==> config.mk <==
export PLATFORM = sky130hd
export DESIGN_NAME = cla_pipe_adder
export DESIGN_NICKNAME = d
export VERILOG_FILES = /design/src/rtl/cla_pkg.sv /design/src/rtl/cla_block.sv /design/src/rtl/cla_pipe_adder.sv
export SDC_FILE = /design/constraint.sdc
export NUM_CORES = 1
export LEC_CHECK = 0
export BUFFER_PORTS_ARGS = -buffer_cell sky130_fd_sc_hd__buf_2
export CAP_MARGIN = 10
export CORE_MARGIN = 2
export CORE_UTILIZATION = 30
export CTS_BUF_LIST = sky130_fd_sc_hd__clkbuf_2
export DETAILED_ROUTE_END_ITERATION = 16
export GPL_ROUTABILITY_DRIVEN = 1
export HOLD_SLACK_MARGIN = 0.15
export SETUP_SLACK_MARGIN = 0.15
export SLEW_MARGIN = 0
export SYNTH_ARGS = -nofsm -noshare
export SYNTH_HDL_FRONTEND = slang
export SYNTH_SLANG_ARGS = --single-unit
==> constraint.sdc <==
create_clock -name clk -period 1.4 [get_ports clk]
set_input_delay 0.28 -clock clk [delete_from_list [all_inputs] [get_ports clk]]
set_output_delay 0.28 -clock clk [all_outputs]
set_load 0.01 [all_outputs]
==> src/rtl/cla_pkg.sv <==
// Shared definitions for the pipelined carry-lookahead adder: operation encoding
// and the stage-count / width-legality helpers used at elaboration.
package cla_pkg;

  typedef enum logic {
    OP_ADD = 1'b0,
    OP_SUB = 1'b1
  } op_e;

  function automatic int unsigned nblk(input int unsigned width, input int unsigned block);
    return width / block;
  endfunction

  function automatic bit width_ok(input int unsigned width, input int unsigned block);
    return (block != 0) && (width != 0) && ((width % block) == 0);
  endfunction

endpackage

==> src/rtl/cla_block.sv <==
// Combinational BLOCK-bit carry-lookahead group: every internal carry is formed
// from prefix generate/propagate terms and the group carry-in directly.
module cla_block #(
  parameter int unsigned BLOCK = 4
) (
  input  logic [BLOCK-1:0] a,
  input  logic [BLOCK-1:0] b,
  input  logic             ci,
  output logic [BLOCK-1:0] s,
  output logic             G,
  output logic             P,
  output logic             co,
  output logic             c_msb
);

  logic [BLOCK-1:0] g;
  logic [BLOCK-1:0] p;
  logic [BLOCK-1:0] gg;
  logic [BLOCK-1:0] pp;
  logic [BLOCK:0]   c;

  always_comb begin
    g     = a & b;
    p     = a ^ b;
    gg    = '0;
    pp    = '0;
    gg[0] = g[0];
    pp[0] = p[0];
    for (int unsigned i = 1; i < BLOCK; i++) begin
      gg[i] = g[i] | (p[i] & gg[i-1]);
      pp[i] = p[i] & pp[i-1];
    end
    // c[i+1] depends only on the prefix terms and ci, not on c[i]
    c    = '0;
    c[0] = ci;
    for (int unsigned i = 0; i < BLOCK; i++) begin
      c[i+1] = gg[i] | (pp[i] & ci);
    end
  end

  assign s     = p ^ c[BLOCK-1:0];
  assign G     = gg[BLOCK-1];
  assign P     = pp[BLOCK-1];
  assign co    = c[BLOCK];
  assign c_msb = c[BLOCK-1];

endmodule

==> src/rtl/cla_pipe_adder.sv <==
// Pipelined adder/subtractor: one BLOCK-bit lookahead group resolved per stage,
// inter-group carry registered, valid/ready stream with a single global stall.
module cla_pipe_adder
  import cla_pkg::*;
#(
  parameter int unsigned WIDTH = 16,
  parameter int unsigned BLOCK = 4
) (
  input  logic             clk,
  input  logic             rst,
  input  logic             in_valid,
  output logic             in_ready,
  input  logic [WIDTH-1:0] a,
  input  logic [WIDTH-1:0] b,
  input  logic             cin,
  input  logic             sub,
  output logic             out_valid,
  input  logic             out_ready,
  output logic [WIDTH-1:0] sum,
  output logic             cout,
  output logic             ovf
);

  localparam int unsigned NBLK = nblk(WIDTH, BLOCK);

  if (!width_ok(WIDTH, BLOCK)) begin : g_width_chk
    $error("cla_pipe_adder: WIDTH (%0d) must be a non-zero multiple of BLOCK (%0d)",
           WIDTH, BLOCK);
  end

  op_e             op;
  logic            en;
  logic            accept;
  logic [WIDTH-1:0] b_eff;
  logic            c_eff;

  // Register set 0 captures the operands; set k+1 holds groups 0..k resolved.
  logic [NBLK:0]    vld_q,   vld_d;
  logic [NBLK:0]    carry_q, carry_d;
  logic [WIDTH-1:0] sum_q [NBLK+1];
  logic [WIDTH-1:0] sum_d [NBLK+1];
  logic [WIDTH-1:0] a_q   [NBLK];
  logic [WIDTH-1:0] a_d   [NBLK];
  logic [WIDTH-1:0] b_q   [NBLK];
  logic [WIDTH-1:0] b_d   [NBLK];
  logic             cmsb_q, cmsb_d;

  logic [BLOCK-1:0] blk_s [NBLK];
  logic [NBLK-1:0]  blk_g;
  logic [NBLK-1:0]  blk_p;
  logic [NBLK-1:0]  blk_co;
  logic [NBLK-1:0]  blk_cmsb;

  assign op     = op_e'(sub);
  assign b_eff  = (op == OP_SUB) ? ~b : b;
  assign c_eff  = (op == OP_SUB) ? 1'b1 : cin;

  assign out_valid = vld_q[NBLK];
  assign en        = !(out_valid && !out_ready);
  assign in_ready  = en && !rst;
  assign accept    = in_valid && in_ready;

  for (genvar k = 0; k < NBLK; k++) begin : g_stage
    cla_block #(
      .BLOCK(BLOCK)
    ) u_blk (
      .a     (a_q[k][k*BLOCK +: BLOCK]),
      .b     (b_q[k][k*BLOCK +: BLOCK]),
      .ci    (carry_q[k]),
      .s     (blk_s[k]),
      .G     (blk_g[k]),
      .P     (blk_p[k]),
      .co    (blk_co[k]),
      .c_msb (blk_cmsb[k])
    );
  end

  always_comb begin
    vld_d   = vld_q;
    carry_d = carry_q;
    sum_d   = sum_q;
    a_d     = a_q;
    b_d     = b_q;
    cmsb_d  = cmsb_q;
    if (en) begin
      vld_d[0]   = accept;
      sum_d[0]   = '0;
      a_d[0]     = a;
      b_d[0]     = b_eff;
      carry_d[0] = c_eff;
      for (int unsigned k = 0; k < NBLK; k++) begin
        vld_d[k+1]                    = vld_q[k];
        sum_d[k+1]                    = sum_q[k];
        sum_d[k+1][k*BLOCK +: BLOCK]  = blk_s[k];
        carry_d[k+1]                  = blk_co[k];
      end
      for (int unsigned k = 1; k < NBLK; k++) begin
        a_d[k] = a_q[k-1];
        b_d[k] = b_q[k-1];
      end
      cmsb_d = blk_cmsb[NBLK-1];
    end
  end

  always_ff @(posedge clk) begin
    if (rst) begin
      vld_q   <= '0;
      carry_q <= '0;
      cmsb_q  <= 1'b0;
      for (int unsigned k = 0; k <= NBLK; k++) begin
        sum_q[k] <= '0;
      end
      for (int unsigned k = 0; k < NBLK; k++) begin
        a_q[k] <= '0;
        b_q[k] <= '0;
      end
    end else begin
      vld_q   <= vld_d;
      carry_q <= carry_d;
      cmsb_q  <= cmsb_d;
      sum_q   <= sum_d;
      a_q     <= a_d;
      b_q     <= b_d;
    end
  end

  assign sum  = sum_q[NBLK];
  assign cout = carry_q[NBLK];
  assign ovf  = cmsb_q ^ carry_q[NBLK];

  // Group G/P and the non-final carry-into-MSB taps are not needed here.
  logic unused_blk;
  assign unused_blk = ^{blk_g, blk_p, blk_cmsb};

endmodule

==> results by group, run 1 <==
Global routing
  • Met3 Usage GRT: 3.65%
  • Largest net degree at the start of global routing: 55
  • Vias in the first global route: 4436
  • Global Route met2 Usage: 21.4%
  • Initial antenna violation count: 1
  • Global route hottest layer: met2
  • Remaining Overflow, GRT: 0
  • GRT Util Overall: 13.7%
  • Global-route wire length before repair: 21700 µm
  • Global Route met1 Usage: 18.5%

Clock tree
  • Clock transition at the registers of the reported paths: 0.21 ns
  • TritonCTS clock tree: built
  • CTS Buf Count: 17
  • Clk buf depth: 2
  • CTS root buf: clkbuf_2
  • H-tree Lvls: 4
  • Clk sinks: 131
  • Clock Latency Late Sink: 0.73 ns

Critical path
  • RR Startpoint: vld_q[4]$_SDFFE_PP0N_
  • Startpoint Class: flop
  • Crit path capture type: primary output
  • R2R cell count: 9
  • Worst path arrival time: 1.50 ns
  • Delay of the slowest critical-path stage: 0.39 ns
  • Slowest CP cell: dfxtp_4
  • WS Path Type: reg -> out
  • Cells along the critical path: and2b_4 > nor2_4 > buf_6
  • RR Endpoint: b_q[52]$_SDFFE_PP0N_
  • Worst path required time: 1.12 ns
  • Reg2Reg Setup Slack: -0.26 ns
  • Max Fanout on Critical Path: 2

Power
  • Pleak: 3.51 nW
  • Pwr Total: 7.74 mW
  • P per Cell Area: 853 mW/mm²
  • VDD IR-drop max: 0.427 mV

Detailed routing
  • Wire length per cell: 14.5 µm
  • Final antenna-violating net count: 0
  • Total Wirelength: 15400 µm
  • Iteration-0 DRC Markers: 288
  • Total number of vias: 5052
  • 1st-pass router iterations: 4
  • DR vias/cell: 4.75
  • DR DRC count: 0

Logic synthesis
  • Yosys warns: 0
  • Synth top area cells: dfxtp_1 (48%), nand2_1 (13%), a21oi_1 (9.2%)
  • Post-synth EDFFs: 0
  • Synthesized area: 0.00552 mm²
  • Post-Synthesis Cells: 656
  • FFs w/ async S/R, synth: 0%
  • Synth Register Bits: 131
  • Top cell type by total area after synthesis: dfxtp_1
  • Avg Cell Area, Syn: 8.41 µm²
  • Share of the synthesized area in the top cell type: 47.5%
  • Syn nets: 714
  • Distinct cells, synth: 36
  • Sequential area share after synthesis: 47.5%
  • Ys flop type: dfxtp_1

STA
  • Worst Hold Slack: 0.302 ns
  • Fin crit share: 127%
  • Max Clock Freq: 562 MHz
  • Rel. slew slack: 9.18%
  • Hold Fails Final Rpt: 0
  • Worst-Margin Slew: 1.36 ns
  • TNS Setup: -19.49 ns
  • Worst-case clock skew: 0.0389 ns
  • Final setup vio count: 147
  • Max-slew violations: 0
  • Period minus WS final: 1.78 ns
  • RSZ-0062 raised after global routing: true
  • Final worst setup slack: -0.379 ns

Floorplanning
  • I/O Pins: 58
  • Initial Util: 30.6%
  • Die ar.: 0.0195 mm²
  • Core box area: 0.0180 mm²
  • Die Y: 140 µm
  • Row count: 49
  • Die width: 140 µm

Finish
  • Final core utilization: 50.4%
  • Commonest cells after routing, fill and taps aside: nand2_1 (110), dfxtp_1 (96), a21oi_2 (71)
  • Post-route cell area: 0.00908 mm²
  • Final net count: 878
  • Commonest non-fill, non-tap cell in the layout: nand2_1
  • P&R area growth vs syn: 64.5%
  • Ratio of cells with drive above 1 in the final layout: 52.7%
  • Layout Cells excl Fill: 1063

Worst hold path
  • Hold Startpoint: a[14]
  • Worst Hold End: a_q[62]$_SDFFE_PP0N_
  • HP Class: in -> reg
  • Hold Path Stages: 4

Placed design
  • Gp weighted congestion: 0.778
  • Port buffer count: 57
  • DP Cell Count: 918
  • Post-DP Area: 0.00623 mm²
  • Worst slack, placed: -0.0591 ns
  • Dpl hpwl: 8160 µm

Flow run
  • Max-cap violations: 0

Outcome
  • Failing checks: setup timing
  • Outcome: finished, violations left
[registers in the layout, summed over array words and instances, names as in the netlist]
register  cells
a_q          40
cmsb_q        1
vld_q         5
sum          16
sum_q        24
b_q          40
carry_q       5
[critical path, delay by kind of cell, from the launching register on]
family,cells,cell delay [ns]
buf+inv,1,0.11
flops,1,0.39
simple gates,2,0.29
[worst max-delay path by stage]
stage,slack [ns],end,startpoint,cells after the start
floorplan,0.006,carry_q[4]$_SDFFE_PP0N_,a_q[12]$_SDFFE_PP0N_,4
global placement,-0.06,carry_q[4]$_SDFFE_PP0N_,a_q[12]$_SDFFE_PP0N_,4
detailed placement,-0.06,carry_q[4]$_SDFFE_PP0N_,a_q[13]$_SDFFE_PP0N_,4
CTS,-0.45,in_ready,vld_q[4]$_SDFFE_PP0N_,3
global route,-0.45,in_ready,vld_q[4]$_SDFFE_PP0N_,3
finish,-0.38,in_ready,vld_q[4]$_SDFFE_PP0N_,3
[power breakdown]
group | total (mW) | leakage, nW | switching, mW | internal (mW)
clock | 2.60 | 0.165 | 1.41 | 1.19
sequential | 4.07 | 1.09 | 0.146 | 3.92
combinational | 1.08 | 2.26 | 0.474 | 0.604
total | 7.74 | 3.51 | 2.03 | 5.71
[metal layers]
metal	routed length, µm	vias up
met5	0	-
met4	244	0
met3	559	25
met2	7530	99
met1	7040	2401
li1	-	2527
[logic make-up after synthesis]
| logic type | share of synthesized area [%] |
|---|---|
| and+or+nand+nor | 18.8 |
| xor gates and xnor gates | 3.33 |
| DFF | 47.5 |
| adders and majority gates | 5.08 |
| AOI/OAI and AO/OA | 16.8 |
| buffers and inverters | 8.48 |
[cells in the mapped netlist (4+ instances only)]
master,instances
nand4_1,4
o21a_1,4
a2111oi_0,4
clkbuf_1,4
nand2_1,192
buf_2,23
nor4bb_1,4
nor2_1,27
nor3_1,9
xnor2_1,19
inv_1,15
a21oi_1,101
ha_1,16
a211oi_2,4
or2_2,4
fa_1,4
buf_4,33
o21ai_0,5
a211o_1,4
dfxtp_1,131
a211oi_1,18
nand3_1,5
[repair_timing]
| item | 4_1_cts | 5_1_grt |
|---|---|---|
| gates cloned | 2 | 19 |
| pin swaps | 25 | 128 |
| endpoints found under the hold margin | 117 | 1 |
| setup endpoints to repair | 131 | 150 |
| hold buffers | 56 | 1 |
| setup buffers | 9 | 25 |
| gates resized for setup | 77 | 249 |
[final cells by class]
| type | instances | area [µm²] |
|---|---|---|
| flip-flops and latches | 131 | 2670 |
| fillers | 1611 | 8950 |
| clock inverters | 11 | 160 |
| diodes | 1 | 2.50 |
| multi-input cells | 447 | 3450 |
| repair buffers | 208 | 2350 |
| well taps | 229 | 287 |
| clock buffers | 21 | 105 |
| inverters | 15 | 56.3 |
(Power assumes the default switching activity.)
==> run 2, diff against run 1 <==
--- a/config.mk
+++ b/config.mk
@@ -12,7 +12,8 @@
 export CTS_BUF_LIST = sky130_fd_sc_hd__clkbuf_2
 export DETAILED_ROUTE_END_ITERATION = 16
 export GPL_ROUTABILITY_DRIVEN = 1
-export HOLD_SLACK_MARGIN = 0.15
+export HOLD_SLACK_MARGIN = 0.08
+export REMOVE_ABC_BUFFERS = 1
 export SETUP_SLACK_MARGIN = 0.15
 export SLEW_MARGIN = 0
 export SYNTH_ARGS = -nofsm -noshare
==> run 2 against run 1 <==
Effect of this change:
- power shrank 3.1%
- sequential power is essentially flat
- the flow still finishes with violations (setup timing)
- combinational power is essentially flat
- fmax is essentially flat
- clock-buffer cell count shrank 2
- wire length grew 3.2%
- global-route usage grew 0.35 points
==> results by group, run 2 (synthesis results as in run 1) <==
Placed design
  • Gp weighted congestion: 0.758 (-2.5%)
  • Port buffer count: 57 (unchanged)
  • Dpl hpwl: 8040 µm (-1.5%)

Power
  • VDD IR-drop max: 0.429 mV (+0.33%)
  • P per Cell Area: 816 mW/mm² (-4.3%)
  • Pwr Total: 7.50 mW (-3.1%)
  • Pleak: 3.45 nW (-1.7%)

STA
  • Max Clock Freq: 562 MHz (about the same)
  • Final worst setup slack: -0.379 ns (+0.0000940 ns)
  • RSZ-0062 raised after global routing: true
  • Hold Fails Final Rpt: 0 (unchanged)
  • Max-slew violations: 0 (unchanged)
  • Fin crit share: 127% (about the same)
  • Rel. slew slack: 59.7% (+51 points)
  • Worst-Margin Slew: 0.604 ns (-0.758 ns)
  • TNS Setup: -21.88 ns (-2.39 ns)
  • Period minus WS final: 1.78 ns (-0.0000940 ns)
  • Worst-case clock skew: 0.0245 ns (-0.0144 ns)
  • Final setup vio count: 139 (-5.4%)

Clock tree
  • Clk sinks: 131 (unchanged)
  • Clock transition at the registers of the reported paths: 0.18 ns (-0.03 ns)
  • CTS Buf Count: 17 (unchanged)
  • H-tree Lvls: 4 (unchanged)
  • TritonCTS clock tree: built
  • Clk buf depth: 2 (unchanged)
  • Clock Latency Late Sink: 0.65 ns (-0.08 ns)
  • CTS root buf: clkbuf_2

Global routing
  • Vias in the first global route: 4622 (+4.2%)
  • Largest net degree at the start of global routing: 31 (-44%)
  • GRT Util Overall: 14.1% (+0.35 points)
  • Global-route wire length before repair: 22500 µm (+3.6%)
  • Remaining Overflow, GRT: 0 (unchanged)
  • Initial antenna violation count: 1 (unchanged)

Critical path
  • Worst path required time: 1.12 ns (about the same)
  • Crit path capture type: primary output
  • Reg2Reg Setup Slack: -0.25 ns (about the same)
  • Worst path arrival time: 1.50 ns (about the same)
  • Startpoint Class: flop
  • WS Path Type: reg -> out
  • R2R cell count: 9 (unchanged)
  • Max Fanout on Critical Path: 7 (+5)

Detailed routing
  • Highest metal used: met4
  • 1st-pass router iterations: 4 (unchanged)
  • Wire length per cell: 15.0 µm (+3.8%)
  • Total number of vias: 5057 (+0.099%)
  • Total Wirelength: 15900 µm (+3.2%)
  • Met2 routed wirelength: 8300 µm (+10%)
  • DR DRC count: 0 (unchanged)
  • DR vias/cell: 4.79 (+0.76%)
  • Final antenna-violating net count: 0 (unchanged)
  • WL met1: 6710 µm (-4.7%)
  • Metal3 WL: 484 µm (-13%)
  • Iteration-0 DRC Markers: 205 (-29%)

Finish
  • Commonest cells after routing, fill and taps aside: nand2_1 (105), dfxtp_1 (94), a21oi_2 (88)
  • Final net count: 872 (-0.68%)
  • Top flop regs: a_q x40, b_q x40, sum_q x24
  • P&R area growth vs syn: 66.5%
  • Commonest non-fill, non-tap cell in the layout: nand2_1
  • Ratio of cells with drive above 1 in the final layout: 58.7% (+6.0 points)

Floorplanning
  • Die Y: 140 µm (unchanged)
  • Initial Util: 30.6% (unchanged)
  • Die width: 140 µm (unchanged)
  • Die ar.: 0.0195 mm² (unchanged)
  • I/O Pins: 58 (unchanged)
  • Core box area: 0.0180 mm² (unchanged)
  • Row count: 49 (unchanged)

Outcome
  • Outcome: finished, violations left
  • Failing checks: setup timing

Worst hold path
  • Hold Path Stages: 5 (+1)
  • HP Class: in -> reg

Flow run
  • Max-cap violations: 0 (unchanged)
[run 2: cell count changes in the layout (fill, tap and decap cells not counted), sizes merged]
cell | before | now
bufinv | 4 | 3
clkbuf | 37 | 28
dlymetal6s4s | 2 | 0
buf | 135 | 152
dlygate4sd3 | 55 | 41
clkinv | 6 | 7
clkinvlp | 1 | 2
[run 2: final cells by class]
type	count	area, µm²
timing repair buffer	202	2150
antenna	1	2.50
inverter	15	56.3
clock inverter	12	140
clock buffer	19	95.1
sequential	131	2670
fill	1575	8840
multi-input combinational	447	3780
tap	229	287
[run 2: repair_timing]
action,in CTS,in global routing
hold buffers,38,3
buffers inserted,15,12
cloned,7,10
gates resized for setup,181,250
endpoints found under the hold margin,47,11
setup endpoints to repair,60,146
pin swaps,95,113
[run 2: path summary, 6_finish.rpt]
kind / start / endpoint
setup / recovery: vld_q[4]$_SDFFE_PP0N_ / in_ready
hold / removal: rst / sum[15]$_SDFFE_PP0N_
setup reg to reg: vld_q[4]$_SDFFE_PP0N_ / sum_q[51]$_SDFFE_PP0N_
hold reg to reg: vld_q[0]$_SDFFE_PP0N_ / vld_q[1]$_SDFFE_PP0N_
[run 2: report_power, final]
part           switching (mW)  internal [mW]  leakage, nW  total [mW]
Combinational           0.492          0.589         2.22        1.08
Sequential              0.173           3.92         1.09        4.09
Clock                    1.35          0.974        0.142        2.33
[run 2: through the flow]
stage | utilization (%) | hold WS [ns] | worst slack [ns] | cell area (µm²) | cells
final | 51.0 | 0.185 | -0.379 | 9190 | 1056
after floorplan | - | 0.345 | -2.10 | 5110 | 593
after global placement | 34.7 | 0.436 | -0.166 | 6260 | 939
after CTS | 43.5 | 0.0832 | -0.423 | 7840 | 1030
after detailed placement | 34.7 | 0.442 | -0.156 | 6260 | 939
after global routing | 51.0 | 0.114 | -0.517 | 9190 | 1056
[run 2: worst max-delay path, stage by stage, from the launching register on]
cell     delay [ns]
dfxtp_2        0.36
and2b_4        0.17
buf_12         0.13
nor2_4         0.09
buf_6          0.11
[run 2: routing by layer]
| layer | vias up | global-route usage (%) |
|---|---|---|
| met3 | 25 | 3.72 |
| met5 | - | 0 |
| met2 | 74 | 24.1 |
| li1 | 2517 | - |
| met1 | 2441 | 17.3 |
| met4 | 0 | 4.26 |
